$ cat config.mk
export PLATFORM = sky130hd
export DESIGN_NAME = mant_div_seq
export DESIGN_NICKNAME = d
export VERILOG_FILES = /design/src/rtl/mant_div_seq.sv
export SDC_FILE = /design/constraint.sdc
export NUM_CORES = 1
export LEC_CHECK = 0
export ABC_AREA = 0
export BUFFER_PORTS_ARGS = -buffer_cell sky130_fd_sc_hd__buf_2
export CAP_MARGIN = 20
export CORE_UTILIZATION = 62
export CTS_CLUSTER_SIZE = 10
export DETAILED_ROUTE_END_ITERATION = 12
export PLACE_DENSITY_LB_ADDON = 0.1
export REMOVE_ABC_BUFFERS = 1
export SYNTH_ARGS = -nofsm -noshare
export SYNTH_HDL_FRONTEND = slang
export SYNTH_SLANG_ARGS = --single-unit
$ cat constraint.sdc
create_clock -name i_clk -period 6.68 [get_ports i_clk]
set_input_delay 0.668 -clock i_clk [delete_from_list [all_inputs] [get_ports i_clk]]
set_output_delay 0.668 -clock i_clk [all_outputs]
set_load 0.005 [all_outputs]
$ cat src/rtl/mant_div_seq.sv
// Sequential restoring mantissa divider: one quotient bit per clock, WIDTH+1 quotient bits.
// Optional remainder-nonzero output o_sticky is built only when MANT_DIV_STICKY_EN is defined.
module mant_div_seq #(
    parameter int unsigned WIDTH = 24
) (
    input  logic             i_clk,
    input  logic             i_rst,
    input  logic             i_start,
    input  logic [WIDTH-1:0] i_dividend,
    input  logic [WIDTH-1:0] i_divisor,
    output logic             o_busy,
    output logic             o_valid,
    output logic [WIDTH:0]   o_quotient,
    output logic             o_err
`ifdef MANT_DIV_STICKY_EN
    ,
    output logic             o_sticky
`endif
);

    localparam int unsigned CntW = $clog2(WIDTH + 1);

    typedef enum logic [0:0] {StIdle, StRun} state_e;

    state_e           state_q, state_d;
    logic [CntW-1:0]  cnt_q, cnt_d;
    logic [WIDTH:0]   rem_q, rem_d;
    logic [WIDTH-1:0] div_q, div_d;
    logic [WIDTH-1:0] qsr_q, qsr_d;
    logic             valid_q, valid_d;
    logic [WIDTH:0]   quot_q, quot_d;
    logic             err_q, err_d;
`ifdef MANT_DIV_STICKY_EN
    logic             sticky_q, sticky_d;
`endif

    logic [WIDTH+1:0] sum;
    logic             q_bit;
    logic [WIDTH:0]   rem_next;

    // Trial subtract R - B as R + ~{0,B} + 1; the carry-out means R >= B.
    assign sum      = {1'b0, rem_q} + {1'b0, ~{1'b0, div_q}} + {{(WIDTH + 1){1'b0}}, 1'b1};
    assign q_bit    = sum[WIDTH+1];
    assign rem_next = q_bit ? sum[WIDTH:0] : rem_q;

    always_comb begin
        state_d  = state_q;
        cnt_d    = cnt_q;
        rem_d    = rem_q;
        div_d    = div_q;
        qsr_d    = qsr_q;
        valid_d  = 1'b0;
        quot_d   = quot_q;
        err_d    = err_q;
`ifdef MANT_DIV_STICKY_EN
        sticky_d = sticky_q;
`endif
        unique case (state_q)
            StIdle: begin
                if (i_start) begin
                    if (i_divisor[WIDTH-1]) begin
                        div_d   = i_divisor;
                        rem_d   = {1'b0, i_dividend};
                        qsr_d   = '0;
                        cnt_d   = CntW'(WIDTH);
                        state_d = StRun;
                    end else begin
                        // Unnormalized divisor (including zero): immediate error result.
                        valid_d  = 1'b1;
                        err_d    = 1'b1;
                        quot_d   = '1;
`ifdef MANT_DIV_STICKY_EN
                        sticky_d = 1'b0;
`endif
                    end
                end
            end
            StRun: begin
                qsr_d = {qsr_q[WIDTH-2:0], q_bit};
                if (cnt_q != '0) begin
                    rem_d = rem_next << 1;
                    cnt_d = cnt_q - 1'b1;
                end else begin
                    valid_d  = 1'b1;
                    err_d    = 1'b0;
                    quot_d   = {qsr_q, q_bit};
`ifdef MANT_DIV_STICKY_EN
                    sticky_d = |rem_next;
`endif
                    state_d  = StIdle;
                end
            end
            default: state_d = StIdle;
        endcase
    end

    always_ff @(posedge i_clk) begin
        if (i_rst) begin
            state_q  <= StIdle;
            cnt_q    <= '0;
            rem_q    <= '0;
            div_q    <= '0;
            qsr_q    <= '0;
            valid_q  <= 1'b0;
            quot_q   <= '0;
            err_q    <= 1'b0;
`ifdef MANT_DIV_STICKY_EN
            sticky_q <= 1'b0;
`endif
        end else begin
            state_q  <= state_d;
            cnt_q    <= cnt_d;
            rem_q    <= rem_d;
            div_q    <= div_d;
            qsr_q    <= qsr_d;
            valid_q  <= valid_d;
            quot_q   <= quot_d;
            err_q    <= err_d;
`ifdef MANT_DIV_STICKY_EN
            sticky_q <= sticky_d;
`endif
        end
    end

    assign o_busy     = (state_q == StRun);
    assign o_valid    = valid_q;
    assign o_quotient = quot_q;
    assign o_err      = err_q;
`ifdef MANT_DIV_STICKY_EN
    assign o_sticky   = sticky_q;
`endif

endmodule

* After elaboration in Yosys (flattened, before gate mapping)
Index checks and enable logic that the tools add are counted.
** Storage, ports and cells
- Flip-flop bits (word level) :: 106
- Word-level logic and storage cells :: 51
- Bits of input ports :: 51
- Output and inout port bits :: 28
** Operators by class
- $add $sub $neg :: 3
- Eq/ne operators :: 5
- Mux-type cells :: 28
- Bitwise gates (word level) :: 2
- Reduce and logical (&&, ||, !) cells :: 5
** Operator list (count)
- two-way mux 25 bit :: 6
- case mux 25 bit (2 select lines) :: 2
- two-way mux 24 bit :: 3
- case mux 24 bit (2 select lines) :: 1
- adder 25 x 25 -> 26 bit :: 1
- adder 26 x 1 -> 26 bit, second input constant :: 1
- NOT 24 -> 25 bit :: 1
- two-way mux 5 bit :: 3
- case mux 5 bit (2 select lines) :: 1
- two-way mux 1 bit :: 9
- AND reduction 3 bit :: 3
- != test 2 bit, second input constant :: 4
- case mux 1 bit (2 select lines) :: 3
- nonzero test 5 bit :: 1
- subtractor 5 x 1 -> 5 bit, second input constant :: 1
- != test 2 x 1 -> 1 bit, second input constant :: 1
- AND reduction 2 bit :: 1
- NOT 1 bit :: 1

* Depth between registers and ports, before layout
Gate-level depths: netlist of the first run.
- Depth after elaboration :: 6
- Gate-level depth with buffers :: 12
- Depth with buffers taken out :: 12

* Worst setup path before layout of the first run
No wires, ideal clock.
- Path type :: reg2reg
- Start :: register rem_q[0]
- End :: register rem_q[23]
- Arrival :: 2.450 ns
- Cell stages (with the launch flop) :: 13
- Library setup time :: 0.086 ns
- Buffers on the path :: 0
- Period minus slack after synthesis :: 2.535 ns
- Slack :: 4.145 ns
- Required time :: 6.594 ns
- Cell sequence :: dfxtp_1 > inv_1 > ha_1 > inv_1 > fa_1 > a211oi_1 > o21ai_0 > a32oi_1 > nand3_1 > a31oi_1 > mux2i_1 > o221ai_1 > a211oi_1
** On the way
- Cells in the longest elaborated chain, start to end :: 5
** RTL lines
- start: declaration :: RTL line 27 : logic [WIDTH:0] rem_q, rem_d;
- start signal: assignment :: RTL line 113 : rem_q <= rem_d;
- adder 25 x 25 -> 26 bit :: RTL line 42 : assign sum = {1'b0, rem_q} + {1'b0, ~{1'b0, div_q}} + {{(WIDTH + 1){1'b0}}, 1'b1};
- adder 26 x 1 -> 26 bit :: RTL line 42
- two-way mux 24 bit :: RTL line 44 : assign rem_next = q_bit ? sum[WIDTH:0] : rem_q;
- two-way mux 25 bit :: RTL line 80 : if (cnt_q != '0) begin
- case mux 25 bit (2 select lines) :: RTL line 58 : unique case (state_q)
No other way between the ends. The select of a mux whose other input is x is not followed.
A chain may end at the register's enable or synchronous reset.

* Final worst setup path of the first run
- Start :: register state_q (netlist: o_busy)
- End :: register rem_q[22]
** On the way
- Cells in the longest elaborated chain, start to end :: 3
- Elaborated cells on any way between the ends :: 6
- Classes of those cells :: 3 x eq/ne; 1 x mux; 1 x bitwise; 1 x reduce/logical
** RTL lines
- start: declaration :: RTL line 25 : state_e state_q, state_d;
- start signal: assignment :: RTL line 99 : state_q <= StIdle;
- start signal: assignment :: RTL line 111 : state_q <= state_d;
- NOT 1 bit (no source line)
- != test 2 bit (no source line)
- AND reduction 3 bit (no source line)
Several ways; a longest one is shown, not always the timed one.

==> results of run 1 <==
-- worst max-delay path, cell delays in order, from the launching register on --
cell and delay, ps:
dfxtp_2 730, buf_4 460, inv_1 420, nand3_1 170
buf_4 410, nand2_1 670, o21bai_1 420, a21o_1 120
o41ai_1 50
-- routing by layer --
layer	part of all wire [%]	vias to the layer above
met5	0	-
met1	44	2395
met2	48	212
met4	1.5	0
met3	7.2	21
li1	-	2566
-- final timing paths --
check | from | endpoint | slack (ps) | depth (start not counted)
worst min-delay path | div_q[7]$_SDFFE_PP0P_ | div_q[7]$_SDFFE_PP0P_ | 460 | 2
worst max-delay path | o_busy$_SDFF_PP0_ | rem_q[22]$_SDFFE_PP0P_ | 3070 | 8
worst max register to register | o_busy$_SDFF_PP0_ | rem_q[22]$_SDFFE_PP0P_ | 3070 | 8
worst min register to register | div_q[7]$_SDFFE_PP0P_ | div_q[7]$_SDFFE_PP0P_ | 460 | 2
-- state kept, by name (all words and copies together), names as in the netlist --
signal and cells:
cnt_q 5, div_q 24, o_busy 1, o_err 1, o_quotient 25, o_valid 1
qsr_q 24, rem_q 25
-- area by class of cell --
class                           count  area share (%)
Multi-Input combinational cell    518            51.4
Clock buffer                       10            2.06
Sequential cell                   106            34.3
Inverter                           33            2.00
Tap cell                          108            2.18
Timing Repair Buffer               85            7.15
Clock inverter                      6           0.909
-- power by group through the flow --
| stage | Clock [mW] | Combinational [mW] | Sequential [mW] |
|---|---|---|---|
| floorplan | 0 | 0.420 | 0.724 |
| global placement | 0 | 0.567 | 0.724 |
| detailed placement | 0 | 0.579 | 0.726 |
| CTS | 0.396 | 0.585 | 0.712 |
| global route | 0.420 | 0.655 | 0.718 |
| finish | 0.391 | 0.597 | 0.713 |
-- kinds of logic (layout without fill, tap and decap cells) --
| group | Yosys count | count (layout) |
|---|---|---|
| buffers and inverters | 73 | 134 |
| flip-flops | 106 | 106 |
| multiplexers | 29 | 29 |
| AO/OA/AOI/OAI | 194 | 194 |
| AND/OR/NAND/NOR | 248 | 248 |
| adder cells (fa/ha/maj) | 27 | 27 |
| XOR/XNOR | 20 | 20 |
-- stage by stage --
step	utilization, %	power, mW	setup WS, ps	instances	hold slack (ps)
6_report	71.0	1.70	3070	866	459
5_1_grt	71.0	1.79	2830	866	489
4_1_cts	71.0	1.69	3130	866	464
3_5_place_dp	68.9	1.31	3160	850	449
3_3_place_gp	68.9	1.29	3260	850	443
2_1_floorplan	-	1.14	2460	657	429
-- layout by cell type (no fill, tap or decap), types with 3 or more instances in the layout --
| cell | netlist | final |
|---|---|---|
| o211ai_1 | 8 | 8 |
| nor2b_1 | 4 | 4 |
| a31oi_1 | 6 | 6 |
| ha_1 | 26 | 26 |
| xnor2_1 | 10 | 10 |
| dfxtp_1 | 106 | 105 |
| a311oi_1 | 4 | 4 |
| and3_1 | 5 | 5 |
| or3_1 | 15 | 15 |
| nand2_1 | 83 | 83 |
| mux2i_1 | 29 | 29 |
| a211oi_1 | 22 | 22 |
| o21bai_1 | 4 | 4 |
| a21oi_1 | 56 | 56 |
| or2_2 | 3 | 3 |
| nor2_1 | 96 | 96 |
| buf_4 | 0 | 7 |
| inv_1 | 33 | 33 |
| xor2_1 | 10 | 10 |
| clkbuf_8 | 0 | 9 |
| o21a_1 | 3 | 3 |
| o21ai_0 | 54 | 54 |
| buf_2 | 0 | 78 |
| nand3_1 | 18 | 18 |
| nand4_1 | 3 | 3 |
| a21o_1 | 7 | 7 |
| and2_1 | 3 | 3 |
| a211o_1 | 4 | 4 |
| nor3_1 | 3 | 3 |
==> impl_metrics.py, run 1 <==
metrics = {
    "timing": {
        "min_period_over_period_pct": 54.0,
        "grt_setup_unrepaired": "false",
        "fmax_mhz": 277,
        "tightest_slew_ps": 1030,
        "finClkSkew_ps": 16.8,
        "hold_viol": 0,
        "finalSetupTns_ps": 0,
        "drv_slew": 0,
        "fin_crit_ps": 3610,
        "setup_viol": 0,
        "max_slew_margin_pct": 31.4,
    },
    "floorplan": {
        "fp.coreArea_um2": 8720,
        "fp-row-count": 34,
        "start_util_pct": 64.2,
        "dieArea_um2": 9410,
        "ioPinCount": 79,
        "chipHeight_um": 97.0,
        "die_w_um": 97.0,
    },
    "clock_tree": {
        "insertion_delay_ps": 390,
        "cts_tree": "done",
        "clk_pin_slew_ps": 110,
        "postCtsSetupRepairBufs": 0,
        "cts_buffers": 9,
        "htree_num_levels": 3,
        "root_buffer": "clkbuf_8",
        "numClockSinks": 106,
        "hold_buffers": 0,
        "cts_resized": 0,
        "cts_buffer_depth": 2,
    },
    "setup_path": {
        "criticalPathCategory": "reg2reg",
        "crit_required_ps": 6940,
        "cp-end-kind": "register",
        "arrival_ps": 3860,
        "path_max_fanout": 47,
        "critPathLaunchType": "register",
    },
    "grt": {
        "grt.overflow.total": 0,
        "grt_pass1_vias": 4842,
        "grt_usage_pct": 29.3,
        "met2_usage_pct": 49.9,
        "grt-busiest-layer": "met2",
        "gr-usage-met1_pct": 38.1,
        "antenna_found_initial": 0,
        "met3_usage_pct": 4.70,
        "grt_pass1_wl_um": 22700,
        "grt_max_degree": 48,
    },
    "final_layout": {
        "regArea_um2": 2120,
        "area_growth_pct": 10.7,
        "nets": 831,
        "fillCellCount": 727,
        "multi_input_area_um2": 3190,
        "antenna_cells": 0,
        "final_area_um2": 6190,
        "drive_gt1_share_pct": 15.0,
    },
    "synthesis": {
        "synth.distinct_cells": 62,
        "synth.area.top_cells": "dfxtp_1 (38%), nor2_1 (6.4%), ha_1 (5.8%), nand2_1 (5.6%), mux2i_1 (5.2%)",
        "syn_avg_cell_area_um2": 8.03,
        "synth_seq_cells": 106,
        "synth_xor_area_share_pct": 3.13,
        "synthesis.area_um2": 5600,
        "yosys_warnings": 0,
        "synthTopCellsByCount": "dfxtp_1 (106), nor2_1 (96), nand2_1 (83)",
        "synth_top_area_cell": "dfxtp_1",
        "synth_top_area_share_pct": 37.9,
        "async_reset_ff_share_pct": 0,
        "yosysMostFrequentCell": "dfxtp_1",
        "ys.flop_type": "dfxtp_1",
        "synth-edff-count": 0,
        "synthAdderAreaFrac_pct": 6.17,
        "synth-simple-area-share_pct": 20.0,
        "synthMuxAreaShare_pct": 5.19,
        "synth_top_family_by_area": "compound AO/OA/AOI/OAI gates",
        "ys_seq_area_share_pct": 37.9,
        "synth_compound_gate_area_share_pct": 22.4,
        "syn_inst": 697,
    },
    "drt": {
        "via_count": 5194,
        "wl_um": 13700,
        "via_per_inst": 6.00,
        "wl_per_cell_um": 15.8,
        "final_antenna_net_count": 0,
        "drcViolationCount": 0,
        "drt_iter0_markers": 264,
        "first_pass_iters": 5,
    },
    "power_and_ir_drop": {
        "power.switching_uw": 643,
        "pwr-share-seq_pct": 41.9,
        "switching_share_pct": 37.8,
        "cellPowerDensity_nw_per_um2": 275,
        "combPwrFrac_pct": 35.1,
        "clkPwrFrac_pct": 23.0,
        "ir_worst_vdd_v": 0.000132,
        "p_leak_nw": 2.51,
        "internal_power_mw": 1.06,
    },
    "worst_hold_path": {
        "holdCritPathClass": "reg2reg",
    },
    "placed_design": {
        "placed_cell_area_um2": 6010,
        "io_buffer_count": 78,
        "place_congestion": 0.909,
        "dp_hpwl_um": 9290,
    },
    "status": {
        "status": "completed",
    },
    "job": {
        "cap_violations": 0,
    },
}
Power figures use the tool's default switching activity.
==> run 2: changes to the inputs <==
CORE_UTILIZATION = 58   (was 62)
clock period = 3.4 ns   (was 6.68 ns; I/O delays follow)
==> impl_metrics.py, run 2 (synthesis gave the netlist of run 1 again) <==
metrics = {
    "status": {
        "status": "completed",
    },
    "grt": {
        "grt_pass1_wl_um": 23200,
        "grt.overflow.total": 0,
        "antenna_found_initial": 0,
        "grt_max_degree": 83,
        "grt_pass1_vias": 4862,
        "grt_usage_pct": 29.2,
    },
    "timing": {
        "fmax_mhz": 334,
        "hold_slack_ps": 177,
        "setup_viol": 0,
        "min_period_over_period_pct": 88.2,
        "tightest_slew_ps": 1070,
        "drv_slew": 0,
        "grt_setup_unrepaired": "false",
        "worst_slack_ps": 402,
        "hold_viol": 0,
        "finClkSkew_ps": 6.38,
        "fin_crit_ps": 3000,
        "max_slew_margin_pct": 28.5,
    },
    "final_layout": {
        "antenna_cells": 0,
        "finalNonFillerCells": 894,
        "layout_commonest_cell": "dfxtp_1",
        "area_growth_pct": 12.3,
        "final_area_um2": 6280,
        "layout_common_cells": "dfxtp_1 (105), nor2_1 (96), nand2_1 (83), buf_2 (78), a21oi_1 (56)",
        "nets": 838,
        "drive_gt1_share_pct": 15.9,
        "fillCellCount": 827,
    },
    "floorplan": {
        "ioPinCount": 79,
        "start_util_pct": 60.3,
        "fp-row-count": 35,
        "die_w_um": 100,
        "dieArea_um2": 10000,
        "fp.coreArea_um2": 9280,
        "chipHeight_um": 100,
    },
    "clock_tree": {
        "clk_pin_slew_ps": 110,
        "cts_buffers": 9,
        "htree_num_levels": 3,
        "numClockSinks": 106,
        "root_buffer": "clkbuf_8",
        "postCtsSetupRepairBufs": 0,
        "insertion_delay_ps": 390,
        "cts_buffer_depth": 2,
        "hold_buffers": 0,
        "cts_resized": 0,
        "cts_tree": "done",
    },
    "power_and_ir_drop": {
        "clkPwrFrac_pct": 23.4,
        "switching_share_pct": 37.9,
        "pwr-share-seq_pct": 41.3,
        "combPwrFrac_pct": 35.3,
        "cellPowerDensity_nw_per_um2": 537,
        "ir_worst_vdd_v": 0.000463,
        "internal_power_mw": 2.09,
        "p_leak_nw": 2.55,
        "power.switching_mw": 1.28,
    },
    "setup_path": {
        "arrival_ps": 3290,
        "critPathLaunchType": "register",
        "criticalPathCategory": "reg2reg",
        "path_max_fanout": 8,
        "cp-end-kind": "register",
        "crit_required_ps": 3690,
    },
    "drt": {
        "wl_per_cell_um": 15.7,
        "final_antenna_net_count": 0,
        "first_pass_iters": 5,
        "drt_iter0_markers": 223,
        "wl_um": 14100,
        "via_count": 5200,
        "via_per_inst": 5.82,
        "drcViolationCount": 0,
    },
    "placed_design": {
        "place_congestion": 0.900,
        "dp_cells": 878,
        "io_buffer_count": 78,
        "pre_cts_ws_ps": 458,
        "placed_cell_area_um2": 6090,
        "dp_hpwl_um": 9590,
    },
    "job": {
        "cap_violations": 0,
    },
    "worst_hold_path": {
        "holdCritPathClass": "in2reg",
    },
}
[run 2: changes by cell type in the layout (fill, tap and decap cells not counted), sizes merged]
| cell | change |
|---|---|
| buf | +7 |
| clkbuf | -1 |
| clkinv | +2 |
| inv | -1 |
[run 2: final timing paths]
| check | startpoint | to | slack (ps) | cells after the start |
|---|---|---|---|---|
| worst max-delay path | rem_q[16]$_SDFFE_PP0P_ | rem_q[18]$_SDFFE_PP0P_ | 400 | 9 |
| worst min-delay path | i_divisor[20] | div_q[20]$_SDFFE_PP0P_ | 180 | 3 |
| worst max register to register | rem_q[16]$_SDFFE_PP0P_ | rem_q[18]$_SDFFE_PP0P_ | 400 | 9 |
| worst min register to register | div_q[4]$_SDFFE_PP0P_ | div_q[4]$_SDFFE_PP0P_ | 460 | 2 |
[run 2: per-stage QoR]
step           power (mW)  util (%)  TNS [ps]
2_1_floorplan        2.25         -    -25870
3_3_place_gp         2.58      65.6         0
3_5_place_dp         2.59      65.6         0
4_1_cts              3.38      67.7         0
5_1_grt              3.56      67.7         0
6_report             3.37      67.7         0
[run 2: final cells by class]
| class | instances | area (um^2) | share of cell area [%] |
|---|---|---|---|
| clock buffers | 9 | 124 | 1.97 |
| clock inverters | 7 | 70.1 | 1.12 |
| inverters | 33 | 124 | 1.97 |
| multi-input cells | 518 | 3190 | 50.7 |
| flip-flops and latches | 106 | 2120 | 33.8 |
| well taps | 129 | 161 | 2.57 |
| repair buffers | 92 | 495 | 7.89 |
[run 2: worst max-delay path, cell delays in order, from the launching register on]
cell,delay [ps]
dfxtp_1,360
ha_1,360
a21oi_1,200
and2_1,230
a22oi_1,160
and2_1,240
and4_1,300
nor2_1,570
nand3_1,170
a311oi_1,320
[run 2: power by group through the flow]
stage	logic, mW	registers (mW)	clock network (mW)
after global placement	1.17	1.42	0
after global routing	1.32	1.40	0.846
final	1.19	1.39	0.789
after floorplan	0.825	1.42	0
after CTS	1.18	1.39	0.804
after detailed placement	1.17	1.42	0
[run 2: per-layer routing]
metal  part of all wire (%)  vias to the layer above  GRT usage, %  routed length [um]
li1                       -                     2564             -                   -
met1                     47                     2473          38.9                6620
met2                     46                      147          48.6                6490
met3                    5.2                       16          4.53                 733
met4                    1.6                        0          9.14                 219
met5                      0                        -             0                   0
